==> src/rtl/ula_control.sv <==
// ula_control
//   Multi-cycle control unit for the 16-bit ALU datapath. On Run it captures
//   an instruction from DIN in T0. It then walks through T1..T3 and drives
//   the datapath controls for the current step: the bus source, the register
//   write strobes, the A/G latch loads and the ALU operation code.
//
// Ports
//   Clock  in  1      rising-edge clock
//   Reset  in  1      asynchronous active-high reset (returns to T0, IR=0)
//   Run    in  1      start request, sampled only in T0
//   DIN    in  16     instruction word in T0 / immediate in MVI T1
//   Gnz    in  1      datapath G is non-zero, used only in MVNZ T1
//   Rsel   out 4      bus source: 0-7 = R0-R7, 8 = DIN, 9 = G, 15 = none
//   Rin    out NREGS  one-hot register write enable
//   Ain    out 1      load ALU operand latch A from the bus
//   Gin    out 1      load result latch G from the ALU
//   ulaOp  out 4      ALU operation code (non-zero only in T2)
//   Done   out 1      last cycle of the current instruction
//   Busy   out 1      high in every state except T0

module ula_control #(
  parameter int NREGS = 8
) (
  input  logic             Clock,
  input  logic             Reset,
  input  logic             Run,
  input  logic [15:0]      DIN,
  input  logic             Gnz,
  output logic [3:0]       Rsel,
  output logic [NREGS-1:0] Rin,
  output logic             Ain,
  output logic             Gin,
  output logic [3:0]       ulaOp,
  output logic             Done,
  output logic             Busy
);

  typedef enum logic [1:0] {
    T0 = 2'd0,
    T1 = 2'd1,
    T2 = 2'd2,
    T3 = 2'd3
  } stateType;

  localparam logic [3:0] OP_MV   = 4'b0000;
  localparam logic [3:0] OP_MVI  = 4'b0001;
  localparam logic [3:0] OP_MVNZ = 4'b0010;
  localparam logic [3:0] OP_ADD  = 4'b0101;
  localparam logic [3:0] OP_SUB  = 4'b0110;
  localparam logic [3:0] OP_OR   = 4'b0111;
  localparam logic [3:0] OP_SLT  = 4'b1000;
  localparam logic [3:0] OP_SRL  = 4'b1001;
  localparam logic [3:0] OP_SLL  = 4'b1010;

  localparam logic [3:0] SEL_DIN  = 4'd8;
  localparam logic [3:0] SEL_G    = 4'd9;
  localparam logic [3:0] SEL_NONE = 4'd15;

  stateType   state;
  stateType   nextState;
  logic [15:0] ir;

  logic [3:0]       opcode;
  logic [2:0]       rx;
  logic [2:0]       ry;
  logic             isAluOp;
  logic [NREGS-1:0] rxOneHot;

  // The low six instruction bits carry no meaning; folding them into an
  // "unused" net keeps them visible as deliberately ignored.
  logic unusedIrBits;
  assign unusedIrBits = ^ir[5:0];

  assign opcode = ir[15:12];
  assign rx     = ir[11:9];
  assign ry     = ir[8:6];

  // Classify the latched opcode once so the state decode below stays flat.
  always_comb begin
    isAluOp = 1'b0;
    case (opcode)
      OP_ADD, OP_SUB, OP_OR, OP_SLT, OP_SRL, OP_SLL: isAluOp = 1'b1;
      default:                                       isAluOp = 1'b0;
    endcase
  end

  // One-hot write strobe for Rx. A register index at or beyond NREGS simply
  // produces no strobe.
  always_comb begin
    rxOneHot = '0;
    for (int i = 0; i < NREGS; i++) begin
      rxOneHot[i] = (int'(rx) == i);
    end
  end

  // State and instruction registers. IR loads only on an accepted fetch, so
  // DIN is free to carry the MVI immediate while the instruction runs.
  always_ff @(posedge Clock or posedge Reset) begin
    if (Reset) begin
      state <= T0;
      ir    <= '0;
    end else begin
      state <= nextState;
      if (state == T0 && Run) begin
        ir <= DIN;
      end
    end
  end

  // Next-state and output decode. The outputs depend only on the state and
  // IR, plus Gnz in MVNZ T1. Run and DIN never reach an output
  // combinationally.
  always_comb begin
    nextState = state;
    Rsel      = SEL_NONE;
    Rin       = '0;
    Ain       = 1'b0;
    Gin       = 1'b0;
    ulaOp     = 4'b0000;
    Done      = 1'b0;
    Busy      = (state != T0);

    case (state)
      T0: begin
        if (Run) nextState = T1;
      end

      T1: begin
        nextState = T0;
        if (isAluOp) begin
          Rsel      = {1'b0, rx};
          Ain       = 1'b1;
          nextState = T2;
        end else begin
          Done = 1'b1;
          case (opcode)
            OP_MV: begin
              Rsel = {1'b0, ry};
              Rin  = rxOneHot;
            end
            OP_MVI: begin
              Rsel = SEL_DIN;
              Rin  = rxOneHot;
            end
            OP_MVNZ: begin
              if (Gnz) begin
                Rsel = {1'b0, ry};
                Rin  = rxOneHot;
              end
            end
            default: ;
          endcase
        end
      end

      T2: begin
        Rsel      = {1'b0, ry};
        ulaOp     = opcode;
        Gin       = 1'b1;
        nextState = T3;
      end

      T3: begin
        Rsel      = SEL_G;
        Rin       = rxOneHot;
        Done      = 1'b1;
        nextState = T0;
      end

      default: nextState = T0;
    endcase
  end

endmodule

==> config.mk <==
export PLATFORM = sky130hd
export DESIGN_NAME = ula_control
export DESIGN_NICKNAME = d
export VERILOG_FILES = /design/src/rtl/ula_control.sv
export SDC_FILE = /design/constraint.sdc
export NUM_CORES = 1
export LEC_CHECK = 0
export ABC_AREA = 1
export ABC_CLOCK_PERIOD_IN_PS = 2000
export CORE_UTILIZATION = 45
export CTS_CLUSTER_DIAMETER = 80
export CTS_CLUSTER_SIZE = 30
export DETAILED_ROUTE_END_ITERATION = 16
export PLACE_DENSITY_LB_ADDON = 0.2
export SETUP_SLACK_MARGIN = 0.2
export SLEW_MARGIN = 20
export SYNTH_ARGS = -nofsm -noshare
export SYNTH_HDL_FRONTEND = slang
export SYNTH_SLANG_ARGS = --single-unit
export TNS_END_PERCENT = 10
==> constraint.sdc <==
create_clock -name Clock -period 2 [get_ports Clock]
set_input_delay 0.2 -clock Clock [delete_from_list [all_inputs] [get_ports Clock]]
set_output_delay 0.2 -clock Clock [all_outputs]
set_load 0.005 [all_outputs]
# == Word-level counts from Yosys, hierarchy flattened ==
# Index checks and enable logic that the tools add are counted.
# op_classes
n_eq_ne,19
mux,18
reduce_logical,7
# op_table
op,count
8-bit case mux with 2 select lines,2
4-bit case mux with 3 select lines,2
8-bit 2-to-1 mux,2
"3-bit equality test, second input constant",4
"4-bit by 3-bit equality test with 1-bit output, second input constant",3
"4-bit equality test, second input constant",3
4-bit 2-to-1 mux,3
2-bit case mux with 4 select lines,1
"3-bit by 2-bit equality test with 1-bit output, second input constant",2
6-bit OR reduction,1
1-bit 2-to-1 mux,5
"2-bit equality test, second input constant",2
"4-bit by 1-bit equality test with 1-bit output, second input constant",1
"4-bit by 2-bit equality test with 1-bit output, second input constant",1
4-bit logical NOT,1
2-bit 2-to-1 mux,2
"3-bit by 1-bit equality test with 1-bit output, second input constant",1
3-bit logical NOT,1
"2-bit by 1-bit equality test with 1-bit output, second input constant",1
2-bit logical NOT,1
"2-bit inequality test, second input constant",1
1-bit case mux with 2 select lines,1
2-bit nonzero test,1
2-bit OR reduction,1
1-bit logical AND,1
# totals
register_bits,18
input_bits,20
out_inout_bits,20
word_cells,46

# == Longest topological paths before layout ==
# Gate-level depths: netlist of run 1.
# logic_depth
word_depth,5
depth_mapped,7
ltp_nobuf,7

# == Least setup slack after synthesis of run 1 ==
# OpenSTA, ideal clock, no wires.
# synth_timing
kind,reg-to-output
from,register ir[13]
to,output port Rin[0]
arrival_ns,1.011
required_time_ns,1.800
path_slack_ns,0.789
path_stages_with_launch,8
n_path_buf,0
path_cell_list,dfrtp_1 -> inv_1 -> nand2_1 -> a21oi_4 -> nand2_1 -> nand2_1 -> nand2_1 -> nand2_1
# synth_via
elab_chain_len,5
elab_cells_between_ends,15
cone_classes,eq/ne (8); mux (4); reduce/logical (3)
# synth_rtl
item,line_no,rtl
start: declaration,61,logic [15:0] ir;
start signal: assignment,101,ir <= '0;
start signal: assignment,105,ir <= DIN;
4-bit by 1-bit equality test with 1-bit output (tied with other cells),136,case (opcode)
2-bit OR reduction (no source line) or 6-bit OR reduction (tied branches),--,
8-bit case mux with 2 select lines or 1-bit 2-to-1 mux (tied branches),"136, 81",
8-bit 2-to-1 mux *,130,if (isAluOp) begin
8-bit case mux with 2 select lines *,123,case (state)
end: declaration,30,"output logic [NREGS-1:0] Rin,"
# Every way passes the cells marked *; elsewhere a longest branch is shown, timed or not.

# == Worst setup path in the final report of run 1 ==
# layout_timing
from,register ir[14]
to,output port Rin[4]
# The elaborated chain is that of the path after synthesis.

==> results of run 1 <==
sequential cells by signal (all words and copies together), names as in the netlist, named ones only:
| signal | cells |
|---|---|
| state | 1 |
| ir | 10 |
routing by layer:
layer	wire length, um	share of wire
met5	0	0
met4	13	0.0046
met1	1119	0.40
met3	112	0.040
met2	1558	0.56
layout make-up:
type                    count  area (sq um)  share of cell area
clock buffers               3         22.52             0.01465
inverters                  15         58.81             0.03824
multi-input cells         127         653.1              0.4247
well taps                  27         33.78             0.02197
flip-flops and latches     12         301.5              0.1961
repair buffers             52         467.9              0.3043
repair_timing:
action | in CTS | in global routing
gates resized for setup | 27 | 21
setup buffers | 14 | 4
hold endpoints to repair | 0 | 0
pin swaps | 10 | 8
endpoints found under the setup margin | 19 | 18
power groups by stage:
| stage | sequential [uW] | combinational (uW) | clock [uW] |
|---|---|---|---|
| final | 507 | 1310 | 141 |
| after detailed placement | 497 | 1110 | 0 |
| after global routing | 530 | 1450 | 155 |
| after floorplan | 467 | 706 | 0 |
| after global placement | 490 | 1080 | 0 |
| after CTS | 498 | 1230 | 147 |
stage by stage:
stage	instances	total power, uW	cell area (sq um)
finish	236	1957	1538
global route	236	2133	1538
CTS	232	1874	1483
detailed placement	215	1607	1331
global placement	215	1568	1331
floorplan	157	1173	987.2
worst reg2reg max path: stages (launching register included):
cell and delay (ns):
dfrtp_2 0.47, nor2_4 0.17, nand2_4 0.14, mux2_2 0.30
cells in the mapped netlist (all sizes together):
cell type	instances
nand3	19
o21ai	4
clkinv	1
nand2	62
a21oi	8
nand4	3
buf	3
dfrtp	12
mux2	3
o21bai	1
nor3	1
nor2	26
inv	14
cells by family (layout without fill, tap and decap cells):
| family | after synthesis | in the layout | share of synthesized area |
|---|---|---|---|
| AO/OA/AOI/OAI | 13 | 13 | 0.08365 |
| multiplexers | 3 | 3 | 0.03422 |
| AND/OR/NAND/NOR | 111 | 111 | 0.4930 |
| buffers and inverters | 18 | 70 | 0.08491 |
| flip-flops | 12 | 12 | 0.3042 |
how the worst max path moves through the flow:
stage	to	slack, ns	cells past startpoint
2_1_floorplan	Rin[0]	0.79	7
3_3_place_gp	Rsel[2]	0.14	7
3_5_place_dp	Rin[6]	0.11	7
4_1_cts	Rin[0]	-0.05	8
5_1_grt	Rin[7]	0.03	10
6_report	Rin[4]	0.13	9
==> impl_metrics.csv, run 1 <==
group,metric,value,unit
cts,clk_latency,0.26,ns
floorplan,core,2002,sq um
floorplan,die_h,48.84,um
placement,gp_congestion,0.8447,
sta,relSlewSlack,0.6869,
critical_path,crit_fanout,6,
sta,worst_clock_skew,0.007811,ns
floorplan,start_util,0.4931,
layout,areaGrowthSynthToFinish,55.77,%
cts,cts_buffers,3,
synthesis,synth_top_area_frac,0.3042,
sta,rsz0062_at_grt,"true",
hold_path,worstHoldPathType,"in2async",
flow_run,max_cap_violations,0,
power,cellLeakagePower,0.0008396,uW
critical_path,reg2reg_depth,3,
layout,diodes,0,
global_route,overflow,0,
critical_path,cpMostUsedCell,"nand2_1",
drt,wl_per_cell,11.88,um
drt,drt_iter0_drc,28,
power,cellInternalPower,1025,uW
sta,setup_viol,0,
synthesis,synth_top_area_cell,"dfrtp_1",
synthesis,netlist_instances,157,
critical_path,end_kind,"output port",
power,power_density,1273,nW/um^2
sta,hold_viol,0,
drt,drc,0,
critical_path,critPathLaunchType,"register",
critical_path,arrival,1.67,ns
power,ir_worst_vdd,0.8673,mV
critical_path,cpMaxStageDelayCell,"dfrtp_1",
floorplan,rows,16,
critical_path,crit_chain,"nor2_4 -> inv_4 -> nor2_4 -> buf_4 -> nand3_1 -> nand2_1 -> nand2_1 -> nand2_1 -> dlygate4sd2_1",
sta,fmax,0.5337,GHz
drt,ant_nets,0,
synthesis,yosysSeqAreaShare,0.3042,
floorplan,die_w,48.84,um
cts,path_clk_slew,0.07,ns
power,sw_frac_of_total,0.4761,
global_route,grt_max_degree,18,
global_route,grt_pass1_vias,1188,
synthesis,yosys.cell_types.count,19,
layout,fillers,156,
synthesis,synth_nets,177,
critical_path,startpoint,"ir[14]$_DFFE_PP0P_",
synthesis,yosysWarnings,0,
cts,cts_max_level,1,
outcome,outcome,"complete, no violations",
floorplan,io_pins,40,
drt,viasPerCell,5.068,
cts,cts.sink_count,12,
sta,maxSlewViolCount,0,
sta,fin_crit_sh,0.9368,
sta,worstMarginPinSlew,0.4692,ns
global_route,grt.met1_usage,0.2627,
layout,drive_above_1_share,0.2632,
sta,setup_slack,0.1263,ns
drt,drt_pass1_iterations,6,
cts,root_buffer,"clkbuf_4",
critical_path,regToRegEndpoint,"ir[6]$_DFFE_PP0P_",
global_route,top_usage_layer,"met2",
placement,place_hpwl,1905,um
power,clockPowerShare,0.072,
power,pwr-share-seq,0.259,
placement,dpl_worst_slack,0.1138,ns
placement,port_buffers,33,
critical_path,slowest_delay,0.41,ns
global_route,grt.met2_usage,0.5278,
layout,nNetsFinal,231,
critical_path,path_class,"reg2out",
global_route,grt_usage,0.2558,
sta,fin_crit,1.874,ns
synthesis,synthesis.area,987.2,sq um
sta,fin_hold_ws,0.2403,ns
power,p_switching,931.9,uW
layout,mostFrequentLayoutCell,"nand2_1",
sta,fin_setup_tns,0,ns
layout,fin_util,0.7681,
critical_path,r2r_slack,0.80,ns
floorplan,die_area,2385,sq um
power,p_comb_frac,0.669,
synthesis,syn_area_per_cell,6.288,sq um
global_route,antenna_found_initial,0,
global_route,grt_pass1_wl,4878,um
cts,cts_tree,"yes",
synthesis,yosys-top-cells-area,"dfrtp_1 30%, nand2_1 23%, nand3_1 9.6%, nor2_1 8.4%, nor2_4 4.6%",
drt,drt-total-wl,2804,um
critical_path,path_delay_family,"simple AND/OR/NAND/NOR gates",
drt,vias,1196,
critical_path,worstPathRequired,1.80,ns
cts,cts_hold_buffers,0,
cts,clockBufferDepth,2,
layout,final_cell_mix,"55 x nand2_1, 20 x nor2_1, 17 x clkdlybuf4s50_1",
synthesis,ys_ff_latch,12,
global_route,use_met3,0.02804,
critical_path,path_buf_inv,3,
(Power assumes the default switching activity.)
==> run 2, diff against run 1 <==
CAP_MARGIN = 5   (was unset)
==> results of run 2 <==
Same layout as run 1: the final DEF is identical, and so are final timing and power.
==> run 3, diff against run 2 <==
PLACE_DENSITY_LB_ADDON = 0.25   (was 0.2)
==> run 3 against run 2 <==
Compared with the run above:
- the run now ends with negative setup slack left
- fmax shrank 7.2%
- die area is the same
- design area shrank 3.6%
- clock skew shrank 0.0046 ns
- core utilization is 2.7 points lower
- sequential power rose by 0.8%
- critical path type unchanged
- largest power group unchanged
- highest routed layer unchanged
==> impl_metrics.csv, run 3 (synthesis results as in run 1) <==
group,metric,value,unit
outcome,outcome,"complete, but fails checks",
outcome,violations,"negative setup slack",
power,ir_worst_vdd,0.9870,mV
placement,dpl_worst_slack,0.1226,ns
sta,worst_clock_skew,0.003217,ns
cts,cts.sink_count,12,
global_route,grt_max_degree,18,
floorplan,start_util,0.4931,
placement,place_hpwl,1900,um
critical_path,path_class,"reg2out",
critical_path,crit_chain,"nor2_4 -> inv_4 -> buf_12 -> nand2_2 -> nand2_1 -> o21ai_2 -> clkdlybuf4s50_1",
cts,clockBufferDepth,2,
drt,ant_nets,0,
critical_path,slowest_delay,0.50,ns
global_route,grt.met1_usage,0.2937,
global_route,overflow,0,
flow_run,max_cap_violations,0,
layout,drive_above_1_share,0.2139,
drt,drt-total-wl,2746,um
sta,relSlewSlack,0.6666,
power,cellLeakagePower,0.0007693,uW
layout,mostFrequentLayoutCell,"nand2_1",
sta,fin_crit_sh,1.009,
global_route,antenna_found_initial,0,
sta,worstMarginPinSlew,0.4995,ns
sta,setup_slack,-0.01813,ns
drt,vias,1188,
critical_path,end_kind,"output port",
layout,final_area,1483,sq um
layout,stdcell_count,228,
global_route,grt_usage,0.2548,
cts,cts_buffers,3,
cts,cts_tree,"yes",
drt,drt_pass1_iterations,4,
global_route,grt.met2_usage,0.4444,
drt,wl_per_cell,12.04,um
sta,hold_viol,0,
critical_path,crit_fanout,6,
floorplan,die_area,2385,sq um
drt,drt_iter0_drc,36,
critical_path,critPathLaunchType,"register",
critical_path,cpMaxStageDelayCell,"clkdlybuf4s50_1",
layout,fin_util,0.7406,
floorplan,io_pins,40,
global_route,grt_pass1_vias,1090,
cts,path_clk_slew,0.08,ns
floorplan,core,2002,sq um
critical_path,startpoint,"ir[15]$_DFFE_PP0P_",
layout,areaGrowthSynthToFinish,50.19,%
layout,reg_top3,"ir (10), state (1)",
floorplan,die_w,48.84,um
layout,top_register,"ir",
layout,nNetsFinal,223,
sta,rsz0062_at_grt,"true",
global_route,top_usage_layer,"met2",
cts,clk_latency,0.28,ns
hold_path,worstHoldPathType,"in2async",
drt,drc,0,
cts,root_buffer,"clkbuf_4",
sta,maxSlewViolCount,0,
layout,final_cell_mix,"56 x nand2_1, 22 x clkdlybuf4s50_1, 20 x nor2_1",
placement,gp_congestion,0.8113,
layout,diodes,0,
global_route,grt_pass1_wl,4712,um
sta,fin_crit,2.018,ns
floorplan,die_h,48.84,um
layout,largest_reg_flops,10,
placement,placed_area,1331,sq um
cts,cts_max_level,1,
power,power_density,1319,nW/um^2
critical_path,arrival,1.82,ns
global_route,use_met3,0.04050,
critical_path,worstPathRequired,1.80,ns
placement,port_buffers,33,
sta,fmax,0.4955,GHz
drt,viasPerCell,5.211,
sta,setup_viol,1,
placement,dp.cells,215,
floorplan,rows,16,
[run 3: cell types whose count changed in the layout (fill, tap and decap cells not counted), moves of 2 or more]
cell,previous run,this run
buf_6,5,1
clkbuf_2,4,2
buf_4,14,8
nand3_2,5,0
dfrtp_1,11,9
dlygate4sd2_1,9,6
dfrtp_2,1,3
clkdlybuf4s50_1,17,22
nand3_1,14,19
buf_12,0,2
[run 3: critical path: cells and delay by family (launching register included)]
kind / cells / cell delay [ns]
compound gates: 1 / 0.12
simple gates: 3 / 0.31
buf+inv: 3 / 0.70
flops: 1 / 0.41
[run 3: area by class of cell]
type / count / area, sq um
multi-input cells: 127 / 634.4
fillers: 162 / 519.2
repair buffers: 44 / 429.2
flip-flops and latches: 12 / 304.0
inverters: 15 / 58.81
well taps: 27 / 33.78
clock buffers: 3 / 22.52
[run 3: what timing repair did]
action	4_1_cts	5_1_grt
setup endpoints to repair	19	19
hold buffers	0	0
gates resized for setup	23	11
pin swaps	10	4
buffers inserted	6	4
[run 3: worst paths after layout]
path,slack [ns],depth (start not counted),end
worst min-delay path,0.24,2,ir[8]$_DFFE_PP0P_
worst min register to register,0.54,1,ir[8]$_DFFE_PP0P_
worst max-delay path,-0.02,7,Rsel[3]
worst max register to register,0.82,3,ir[7]$_DFFE_PP0P_
min in group Clock,0.49,3,ir[14]$_DFFE_PP0P_
max in group asynchronous,1.39,2,async pin
[run 3: through the flow]
stage                     hold slack [ns]  power, uW  TNS [ns]
after detailed placement           0.5208       1604         0
after floorplan                   0.06470       1173         0
after CTS                          0.2546       1901  -0.05928
after global routing               0.3167       2108   -0.1982
after global placement             0.5184       1568         0
final                              0.2421       1955  -0.01813
[run 3: routing by layer]
| metal | vias up | share of wire |
|---|---|---|
| met1 | 548 | 0.42 |
| met3 | 12 | 0.042 |
| met2 | 39 | 0.51 |
| met4 | 0 | 0.033 |
| met5 | - | 0 |
| li1 | 589 | - |
[run 3: power by group]
part / switching, uW / internal (uW) / total, uW / leakage [uW]
combinational: 691 / 598 / 1290 / 0.000622
clock: 85.7 / 69.8 / 155 / 0.0000138
sequential: 146 / 365 / 511 / 0.000133
total: 923 / 1030 / 1960 / 0.000769
